<file path="src/rtl/mvu_job_scheduler_if.sv">
// Request, MVU start/done and status signals of the MVU job scheduler.
// master = job source / MVU side, slave = scheduler.
interface mvu_job_scheduler_if #(
    parameter int unsigned NMVU    = 8,
    parameter int unsigned BMVUA   = 3,
    parameter int unsigned BCNTDWN = 29,
    parameter int unsigned DEPTH   = 4
);
    localparam int unsigned QW = $clog2(DEPTH) + 1;

    logic               req_valid;
    logic               req_ready;
    logic [BMVUA-1:0]   req_mvu;
    logic [BCNTDWN-1:0] req_countdown;
    logic [NMVU-1:0]    mvu_done;
    logic [NMVU-1:0]    start;
    logic [BCNTDWN-1:0] cmd_countdown;
    logic [NMVU-1:0]    busy;
    logic [QW-1:0]      q_count;
    logic [NMVU-1:0]    timeout;
    logic [NMVU-1:0]    timeout_clr;

    modport master (
        output req_valid, req_mvu, req_countdown, mvu_done, timeout_clr,
        input  req_ready, start, cmd_countdown, busy, q_count, timeout
    );

    modport slave (
        input  req_valid, req_mvu, req_countdown, mvu_done, timeout_clr,
        output req_ready, start, cmd_countdown, busy, q_count, timeout
    );
endinterface

</file>
<file path="src/rtl/mvu_job_scheduler.sv">
// Age-ordered job queue issuing one job per cycle to idle MVUs, strict order per MVU.
// Optional per-MVU watchdog compiled in when MVU_SCHED_WATCHDOG_EN is defined.
module mvu_job_scheduler #(
    parameter int unsigned NMVU    = 8,
    parameter int unsigned BMVUA   = 3,
    parameter int unsigned BCNTDWN = 29,
    parameter int unsigned DEPTH   = 4,
    parameter int unsigned TIMEOUT = 65535
) (
    input  logic                clk,
    input  logic                rst,
    mvu_job_scheduler_if.slave  bus
);
    localparam int unsigned QW = $clog2(DEPTH) + 1;
    localparam int unsigned SW = (DEPTH > 1) ? $clog2(DEPTH) : 1;

    typedef struct packed {
        logic [BMVUA-1:0]   mvu;
        logic [BCNTDWN-1:0] countdown;
    } job_t;

    job_t               queue_q  [DEPTH];
    job_t               queue_nx [DEPTH];
    logic [QW-1:0]      count_q;
    logic [QW-1:0]      count_nx;
    logic               ready_q;
    logic [NMVU-1:0]    busy_q;
    logic [NMVU-1:0]    busy_nx;
    logic [NMVU-1:0]    start_q;
    logic [NMVU-1:0]    start_nx;
    logic [BCNTDWN-1:0] cmd_q;
    logic [NMVU-1:0]    timeout_q;
    logic [NMVU-1:0]    wd_fire;
    logic [DEPTH-1:0]   elig;
    logic               sel_found;
    logic [SW-1:0]      sel_idx;
    job_t               sel_job;
    logic               accept;

    // ready_q always mirrors count_q < DEPTH, so no same-cycle issue credit
    assign accept = bus.req_valid && ready_q;

    // Oldest eligible entry: its MVU is idle and no older entry targets that MVU
    always_comb begin
        elig      = '0;
        sel_found = 1'b0;
        sel_idx   = '0;
        sel_job   = '0;
        for (int unsigned i = 0; i < DEPTH; i++) begin
            elig[i] = (QW'(i) < count_q) && !busy_q[queue_q[i].mvu];
            for (int unsigned j = 0; j < i; j++) begin
                if (queue_q[j].mvu == queue_q[i].mvu) begin
                    elig[i] = 1'b0;
                end
            end
            if (elig[i] && !sel_found) begin
                sel_found = 1'b1;
                sel_idx   = SW'(i);
                sel_job   = queue_q[i];
            end
        end
    end

    always_comb begin
        start_nx = '0;
        if (sel_found) begin
            start_nx[sel_job.mvu] = 1'b1;
        end
    end

    // Remove the issued entry by compacting, then append any new job at the tail
    always_comb begin
        queue_nx = queue_q;
        count_nx = count_q;
        if (sel_found) begin
            for (int unsigned i = 0; i + 1 < DEPTH; i++) begin
                if (SW'(i) >= sel_idx) begin
                    queue_nx[i] = queue_q[i+1];
                end
            end
            count_nx = count_q - QW'(1);
        end
        if (accept) begin
            for (int unsigned i = 0; i < DEPTH; i++) begin
                if (QW'(i) == count_nx) begin
                    queue_nx[i] = '{mvu: bus.req_mvu, countdown: bus.req_countdown};
                end
            end
            count_nx = count_nx + QW'(1);
        end
    end

    // done pulses for idle MVUs fall away naturally in the mask
    always_comb begin
        busy_nx = (busy_q & ~bus.mvu_done & ~wd_fire) | start_nx;
    end

    always_ff @(posedge clk) begin
        if (rst) begin
            for (int unsigned i = 0; i < DEPTH; i++) begin
                queue_q[i] <= '0;
            end
            count_q <= '0;
            ready_q <= 1'b1;
            busy_q  <= '0;
            start_q <= '0;
            cmd_q   <= '0;
        end else begin
            queue_q <= queue_nx;
            count_q <= count_nx;
            ready_q <= (count_nx < QW'(DEPTH));
            busy_q  <= busy_nx;
            start_q <= start_nx;
            cmd_q   <= sel_found ? sel_job.countdown : '0;
        end
    end

`ifdef MVU_SCHED_WATCHDOG_EN
    localparam int unsigned TW = $clog2(TIMEOUT + 1);

    logic [TW-1:0] wd_cnt [NMVU];

    // A done on the same edge takes precedence over the watchdog
    always_comb begin
        wd_fire = '0;
        for (int unsigned m = 0; m < NMVU; m++) begin
            wd_fire[m] = busy_q[m] && !bus.mvu_done[m] && (wd_cnt[m] == TW'(TIMEOUT - 1));
        end
    end

    always_ff @(posedge clk) begin
        if (rst) begin
            for (int unsigned m = 0; m < NMVU; m++) begin
                wd_cnt[m] <= '0;
            end
            timeout_q <= '0;
        end else begin
            for (int unsigned m = 0; m < NMVU; m++) begin
                if (start_nx[m]) begin
                    wd_cnt[m] <= '0;
                end else if (busy_q[m]) begin
                    wd_cnt[m] <= wd_cnt[m] + TW'(1);
                end
            end
            timeout_q <= wd_fire | (timeout_q & ~bus.timeout_clr);
        end
    end
`else
    localparam int unsigned unused_timeout = TIMEOUT;
    logic unused_timeout_clr;

    assign wd_fire            = '0;
    assign timeout_q          = '0;
    assign unused_timeout_clr = ^bus.timeout_clr;
`endif

    assign bus.req_ready     = ready_q;
    assign bus.start         = start_q;
    assign bus.cmd_countdown = cmd_q;
    assign bus.busy          = busy_q;
    assign bus.q_count       = count_q;
    assign bus.timeout       = timeout_q;

endmodule

</file>
<file path="src/flat_wrapper.sv">
// flat-port wrapper written by rule: the top's interface ports become plain ports
module mvu_job_scheduler_flat 
#(
    parameter int unsigned NMVU    = 8,
    parameter int unsigned BMVUA   = 3,
    parameter int unsigned BCNTDWN = 29,
    parameter int unsigned DEPTH   = 4,
    parameter int unsigned TIMEOUT = 65535
)
  (clk, rst, bus_req_valid, bus_req_mvu, bus_req_countdown, bus_mvu_done, bus_timeout_clr, bus_req_ready, bus_start, bus_cmd_countdown, bus_busy, bus_q_count, bus_timeout);
  mvu_job_scheduler_if #(.NMVU(NMVU), .BMVUA(BMVUA), .BCNTDWN(BCNTDWN), .DEPTH(DEPTH)) bus_i ();
  input  logic clk;
  input  logic rst;
  input wire logic [$bits(bus_i.req_valid)-1:0] bus_req_valid;
  input wire logic [$bits(bus_i.req_mvu)-1:0] bus_req_mvu;
  input wire logic [$bits(bus_i.req_countdown)-1:0] bus_req_countdown;
  input wire logic [$bits(bus_i.mvu_done)-1:0] bus_mvu_done;
  input wire logic [$bits(bus_i.timeout_clr)-1:0] bus_timeout_clr;
  output wire logic [$bits(bus_i.req_ready)-1:0] bus_req_ready;
  output wire logic [$bits(bus_i.start)-1:0] bus_start;
  output wire logic [$bits(bus_i.cmd_countdown)-1:0] bus_cmd_countdown;
  output wire logic [$bits(bus_i.busy)-1:0] bus_busy;
  output wire logic [$bits(bus_i.q_count)-1:0] bus_q_count;
  output wire logic [$bits(bus_i.timeout)-1:0] bus_timeout;
  assign bus_i.req_valid = bus_req_valid;
  assign bus_i.req_mvu = bus_req_mvu;
  assign bus_i.req_countdown = bus_req_countdown;
  assign bus_i.mvu_done = bus_mvu_done;
  assign bus_i.timeout_clr = bus_timeout_clr;
  assign bus_req_ready = bus_i.req_ready;
  assign bus_start = bus_i.start;
  assign bus_cmd_countdown = bus_i.cmd_countdown;
  assign bus_busy = bus_i.busy;
  assign bus_q_count = bus_i.q_count;
  assign bus_timeout = bus_i.timeout;
  mvu_job_scheduler #(.NMVU(NMVU), .BMVUA(BMVUA), .BCNTDWN(BCNTDWN), .DEPTH(DEPTH), .TIMEOUT(TIMEOUT)) u_core (.clk(clk), .rst(rst), .bus(bus_i));
endmodule
</file>
<file path="config.mk">
export PLATFORM = sky130hd
export DESIGN_NAME = mvu_job_scheduler_flat
export DESIGN_NICKNAME = d
export VERILOG_FILES = /design/src/rtl/mvu_job_scheduler_if.sv /design/src/rtl/mvu_job_scheduler.sv /design/src/flat_wrapper.sv
export SDC_FILE = /design/constraint.sdc
export NUM_CORES = 1
export LEC_CHECK = 0
export CAP_MARGIN = 20
export CORE_MARGIN = 1
export CORE_UTILIZATION = 55
export CTS_CLUSTER_SIZE = 10
export DETAILED_ROUTE_END_ITERATION = 7
export PLACE_DENSITY = 0.79
export SYNTH_ARGS = -nofsm -noshare
export SYNTH_HDL_FRONTEND = slang
export SYNTH_SLANG_ARGS = --single-unit
</file>
<file path="constraint.sdc">
create_clock -name clk -period 5.9 [get_ports clk]
set_clock_uncertainty 0.15 [all_clocks]
set_input_delay 0.59 -clock clk [delete_from_list [all_inputs] [get_ports clk]]
set_output_delay 0.59 -clock clk [all_outputs]
set_load 0.01 [all_outputs]
</file>
==> results of run 1 <==
logic make-up (layout without fill, tap and decap cells):
group / count (synthesis) / count (layout) / synth area share
muxes: 107 / 107 / 0.1276
and+or+nand+nor: 329 / 329 / 0.1525
other: 1 / 8 / 0.0004185
buffers and inverters: 107 / 150 / 0.06605
DFF: 177 / 177 / 0.3955
AOI/OAI and AO/OA: 224 / 224 / 0.2286
adders and majority gates: 7 / 7 / 0.009775
xor gates and xnor gates: 20 / 20 / 0.01955
worst max-delay path, cell delays in order, from the launching register on:
cell	delay (ps)
dfxtp_1	630
mux2_2	390
mux4_2	540
o32ai_4	150
buf_4	630
o21ai_1	420
nand2b_1	170
o21ai_0	180
ha_1	270
nand3_1	80
buf_4	390
nand2_1	120
a21oi_1	200
power groups by stage:
stage | clock network (mW) | registers (mW) | logic, mW
floorplan | 0 | 1.72 | 2.55
global placement | 0 | 1.83 | 3.04
detailed placement | 0 | 1.85 | 3.10
CTS | 1.15 | 1.82 | 3.12
global route | 1.20 | 1.87 | 3.37
finish | 1.14 | 1.83 | 3.16
stage by stage:
step | instances | hold WS [ps] | cell area (um^2) | worst slack, ps
4_1_cts | 1237 | 325.7 | 10420 | 1528
5_1_grt | 1238 | 342.7 | 10430 | 1217
2_1_floorplan | 979 | 298.5 | 8986 | 2416
6_report | 1238 | 324.7 | 10430 | 1445
3_5_place_dp | 1206 | 315.6 | 9834 | 1618
3_3_place_gp | 1206 | 312.1 | 9834 | 1677
state kept, by name, indices dropped and copies added, names as in the netlist:
| register | flops |
|---|---|
| u_core.bus.busy | 8 |
| u_core.bus.req_ready | 1 |
| u_core.bus.start | 8 |
| u_core.bus.q_count | 3 |
| u_core.queue_q | 128 |
| u_core.bus.cmd_countdown | 29 |
synth_stat cells (3+ instances only):
cell type,instances,share of area
nand2_1,120,0.050
a311oi_2,5,0.0084
xor2_1,10,0.0098
buf_2,23,0.013
dfxtp_1,177,0.40
o21ai_0,5,0.0028
nor2_1,146,0.061
a21oi_1,65,0.036
a41o_1,3,0.0034
xnor2_1,10,0.0098
clkbuf_1,42,0.018
o21ai_1,3,0.0017
nor3_1,9,0.0050
buf_6,15,0.019
nand3_1,34,0.019
buf_4,13,0.011
ha_1,7,0.0098
a211oi_2,90,0.13
a31o_2,3,0.0029
mux2_1,3,0.0038
buf_1,6,0.0025
nor3b_1,3,0.0025
inv_1,8,0.0034
a221oi_1,29,0.028
a21boi_1,3,0.0025
mux2_2,5,0.0063
mux4_2,5,0.013
nand4_1,3,0.0021
mux2i_1,94,0.11
routing by layer:
metal	GRT usage	routed length, um
met1	0.3497	9746
met2	0.4398	10500
met3	0.05120	1226
met4	0.1122	487
met5	0	0
how the worst max path moves through the flow:
stage | to | slack (ps)
after floorplan | u_core.queue_q[33] | 2420
after global placement | u_core.queue_q[4] | 1680
after detailed placement | u_core.queue_q[8] | 1620
after CTS | u_core.queue_q[28] | 1530
after global routing | u_core.queue_q[28] | 1220
final | u_core.queue_q[28] | 1450
cell type report:
type / count / area [um^2]
clock buffers: 22 / 454.2
clock inverters: 9 / 132.6
fillers: 1306 / 5453
inverters: 8 / 30.03
multi-input cells: 695 / 4923
flip-flops and latches: 177 / 3543
well taps: 216 / 270.3
repair buffers: 111 / 1079
==> results.py, run 1 <==
metrics = {
    "status": {
        "outcome": "complete, no violations",
    },
    "global_routing": {
        "antenna_found_initial": 0,
        "grt_overflow": 0,
        "grt_pass1_vias": 6918,
        "grt_use_total": 0.2696,
        "grt_first_pass_wirelength_mm": 35.25,
        "grt_max_degree": 98,
    },
    "sta": {
        "setup_tns_ps": 0,
        "hold_viol_final": 0,
        "tightest_slew_ps": 1001,
        "clock.fmax_mhz": 224.5,
        "min_period_over_period": 0.7550,
        "setup_violations": 0,
        "slew_viol_final": 0,
        "period_needed_ps": 4455,
        "rsz0062_at_grt": "no",
        "max_slew_margin": 0.3326,
    },
    "clocking": {
        "cts_hold_buf": 0,
        "cts_buffers": 17,
        "max-clock-path-buffers": 2,
        "htree_levels": 4,
        "cts.sinks": 177,
        "post_cts_resized": 0,
        "cts_tree": "built",
        "path_clk_slew_ps": 60,
        "postCtsSetupBuffers": 0,
        "clock-root-buffer": "clkbuf_16",
        "clock_latency_ps": 440,
    },
    "cells_and_area": {
        "layout_commonest_cell": "dfxtp_1",
        "drive_gt1_frac": 0.1644,
        "num_antenna_cells": 0,
        "utilization": 0.6567,
        "area_growth_pct": 16.44,
        "finish.net_count": 1068,
        "mostFrequentLayoutCells": "177 x dfxtp_1, 144 x nor2_1, 120 x nand2_1",
    },
    "detailed_routing": {
        "drt_iter0_drc": 583,
        "postRouteWirelength_mm": 21.96,
        "via_per_inst": 5.940,
        "drc": 0,
        "wire_per_inst_um": 17.74,
        "vias": 7354,
        "drt_first_pass_iters": 5,
        "postRouteAntennaNets": 0,
    },
    "power_and_ir_drop": {
        "combPwrFrac": 0.515,
        "swShare": 0.4407,
        "p_int_mw": 3.429,
        "finalPower_mw": 6.131,
        "clock_power_share": 0.186,
        "sequentialPowerShare": 0.299,
        "power.density_mw_per_mm2": 587.7,
        "leakage_nw": 3.732,
        "power_switching_mw": 2.702,
        "peakVddDrop_mv": 0.4733,
    },
    "worst_hold_path": {
        "holdPathStages": 2,
        "whs_endpoint": "u_core.queue_q[21]",
        "holdCritStartpoint": "u_core.queue_q[21]",
        "hp-class": "flip-flop to flip-flop",
    },
    "worst_setup_path": {
        "reg2regPathDepth": 12,
        "crit_path_start_kind": "flip-flop",
        "path_max_fanout": 38,
        "end_kind": "flip-flop",
        "crit_arrival_ps": 4650,
        "crit_start": "u_core.queue_q[93]",
        "worstReg2RegStart": "u_core.queue_q[93]",
        "cp.required_ps": 6090,
        "crit_type": "flip-flop to flip-flop",
        "rrSetupSlack_ps": 1450,
        "timing.rr.end": "u_core.queue_q[28]",
    },
    "synthesis": {
        "synth_enable_flop_cells": 0,
        "ys_seq_area_frac": 0.3955,
        "avgSynthCellArea_um2": 9.218,
        "ys.flop_type": "dfxtp_1",
        "synth-seq-cells": 177,
        "async_reset_ff_frac": 0,
        "syn_area_mm2": 0.008960,
        "synth_cells": 972,
        "ys_warn_count": 0,
        "synth.distinct_cells": 55,
    },
    "die": {
        "die_h_um": 129.6,
        "die_w_um": 129.6,
        "pin_count": 108,
        "start_util": 0.5640,
        "dieArea_mm2": 0.01681,
        "rows": 46,
        "core_region_area_mm2": 0.01589,
    },
    "placement": {
        "gp_congestion": 0.8576,
        "dpl.hpwl_mm": 12.77,
        "portBuffers": 91,
    },
    "flow_run": {
        "drv_cap": 0,
    },
}
Power figures use the tool's default switching activity.
==> run 2: changes to the inputs <==
--- a/config.mk
+++ b/config.mk
@@ -7,10 +7,10 @@
 export LEC_CHECK = 0
 export CAP_MARGIN = 20
 export CORE_MARGIN = 1
-export CORE_UTILIZATION = 55
+export CORE_UTILIZATION = 51
 export CTS_CLUSTER_SIZE = 10
 export DETAILED_ROUTE_END_ITERATION = 7
-export PLACE_DENSITY = 0.79
+export PLACE_DENSITY = 0.77
 export SYNTH_ARGS = -nofsm -noshare
 export SYNTH_HDL_FRONTEND = slang
 export SYNTH_SLANG_ARGS = --single-unit
==> constraint.sdc (replaced) <==
create_clock -name clk -period 3.9 [get_ports clk]
set_clock_uncertainty 0.15 [all_clocks]
set_input_delay 0.39 -clock clk [delete_from_list [all_inputs] [get_ports clk]]
set_output_delay 0.39 -clock clk [all_outputs]
set_load 0.01 [all_outputs]
==> results.py, run 2 (same netlist as run 1, synthesis figures left out) <==
metrics = {
    "cells_and_area": {
        "final_area_mm2": 0.01058,
        "num_antenna_cells": 0,
        "finish.net_count": 1080,
        "area_growth_pct": 18.06,
        "utilization": 0.6137,
        "final_cells": 1259,
        "largest_reg_flops": 128,
        "mostFrequentLayoutCells": "177 x dfxtp_1, 144 x nor2_1, 120 x nand2_1",
        "layout_commonest_cell": "dfxtp_1",
        "drive_gt1_frac": 0.1770,
        "top_register": "u_core.queue_q",
    },
    "worst_hold_path": {
        "holdPathStages": 2,
        "hp-class": "primary input to flip-flop",
        "whs_endpoint": "u_core.bus.q_count[1]",
        "holdCritStartpoint": "rst",
    },
    "detailed_routing": {
        "drt_first_pass_iters": 7,
        "wire_per_inst_um": 17.16,
        "postRouteWirelength_mm": 21.60,
        "via_per_inst": 5.831,
        "drt_iter0_drc": 547,
        "drc": 1,
        "postRouteAntennaNets": 0,
        "vias": 7341,
    },
    "sta": {
        "min_period_over_period": 0.9412,
        "setup_violations": 0,
        "hold_viol_final": 0,
        "period_needed_ps": 3671,
        "timing.final.ws_setup_ps": 229.2,
        "setup_tns_ps": 0,
        "slew_viol_final": 0,
        "holdWs_ps": 69.57,
        "clock.fmax_mhz": 272.4,
        "rsz0062_at_grt": "no",
        "tightest_slew_ps": 1006,
        "max_slew_margin": 0.3295,
    },
    "power_and_ir_drop": {
        "swShare": 0.4364,
        "p_int_mw": 5.276,
        "combPwrFrac": 0.533,
        "finalPower_mw": 9.362,
        "power.density_mw_per_mm2": 885.1,
        "clock_power_share": 0.174,
        "leakage_nw": 3.816,
        "power_switching_mw": 4.085,
        "peakVddDrop_mv": 0.7879,
        "sequentialPowerShare": 0.294,
    },
    "die": {
        "dieArea_mm2": 0.01810,
        "start_util": 0.5198,
        "die_h_um": 134.5,
        "pin_count": 108,
        "rows": 48,
        "die_w_um": 134.5,
        "core_region_area_mm2": 0.01724,
    },
    "worst_setup_path": {
        "rrSetupSlack_ps": 230,
        "cp.required_ps": 4090,
        "timing.rr.end": "u_core.queue_q[109]",
        "crit_path_start_kind": "flip-flop",
        "crit_arrival_ps": 3860,
        "end_kind": "flip-flop",
        "crit_type": "flip-flop to flip-flop",
        "reg2regPathDepth": 13,
        "worstReg2RegStart": "u_core.queue_q[94]",
        "path_max_fanout": 48,
    },
    "placement": {
        "placed_area_mm2": 0.01002,
        "place_inst": 1228,
        "dp_worst_setup_slack_ps": 293.0,
        "gp_congestion": 0.8521,
        "portBuffers": 91,
        "dpl.hpwl_mm": 12.97,
    },
    "clocking": {
        "clock_latency_ps": 430,
        "cts_hold_buf": 0,
        "cts.sinks": 177,
        "clock-root-buffer": "clkbuf_16",
        "cts_buffers": 17,
        "cts_tree": "built",
        "path_clk_slew_ps": 60,
        "postCtsSetupBuffers": 0,
        "htree_levels": 4,
        "max-clock-path-buffers": 2,
    },
    "status": {
        "violations": "DRC",
        "outcome": "complete, but fails checks",
    },
    "global_routing": {
        "grt_max_degree": 70,
        "grt_overflow": 0,
        "antenna_found_initial": 0,
        "grt_pass1_vias": 7015,
        "grt_use_total": 0.2476,
        "grt_first_pass_wirelength_mm": 35.36,
    },
    "flow_run": {
        "drv_cap": 0,
    },
}
-- run 2: changes by cell type in the layout (fill, tap and decap cells not counted), moves of 2 or more --
cell | before | now
buf_4 | 18 | 25
buf_12 | 1 | 7
clkbuf_8 | 1 | 3
bufinv_16 | 3 | 1
clkbuf_1 | 4 | 2
clkinv_2 | 2 | 4
-- run 2: worst max-delay path, cell delays in order (launching register included) --
cell	delay, ps
dfxtp_1	590
xor2_1	130
o32ai_1	310
buf_4	190
o32ai_4	100
nor3b_2	370
mux2i_1	410
inv_1	110
ha_1	200
nor3b_1	170
a21boi_4	240
buf_12	290
nor2_1	90
a211oi_2	200
-- run 2: worst max path at each step --
stage                             from             endpoint  slack (ps)  cells past startpoint
floorplan           u_core.queue_q[93]   u_core.queue_q[33]         420                     15
global placement    u_core.queue_q[61]   u_core.queue_q[97]         390                     12
detailed placement  u_core.queue_q[94]  u_core.queue_q[107]         290                     13
CTS                 u_core.queue_q[94]  u_core.queue_q[109]         230                     13
global route        u_core.queue_q[94]  u_core.queue_q[107]          10                     13
finish              u_core.queue_q[94]  u_core.queue_q[109]         230                     13
-- run 2: repair_timing --
item | CTS | global route
endpoints found under the hold margin | 0 | 0
gates resized for setup | 0 | 1
setup endpoints to repair | 0 | 37
-- run 2: cell type report --
| class | instances | area (um^2) |
|---|---|---|
| tap | 225 | 281.5 |
| clock buffer | 22 | 474.2 |
| timing repair buffer | 123 | 1240 |
| sequential | 177 | 3543 |
| multi-input combinational | 695 | 4926 |
| clock inverter | 9 | 82.58 |
| fill | 1423 | 6659 |
| inverter | 8 | 30.03 |
-- run 2: routing by layer --
metal	routed length (um)	part of all wire	GRT usage
met5	0	0	0
met1	9456	0.44	0.3178
met2	10530	0.49	0.4157
met3	1196	0.055	0.03941
met4	425	0.020	0.09925
-- run 2: power by group through the flow --
stage	Combinational [mW]	Clock, mW	Sequential [mW]
2_1_floorplan	3.85	0	2.60
3_3_place_gp	4.82	0	2.75
3_5_place_dp	4.93	0	2.77
4_1_cts	4.96	1.65	2.73
5_1_grt	5.36	1.72	2.80
6_report	4.99	1.63	2.75
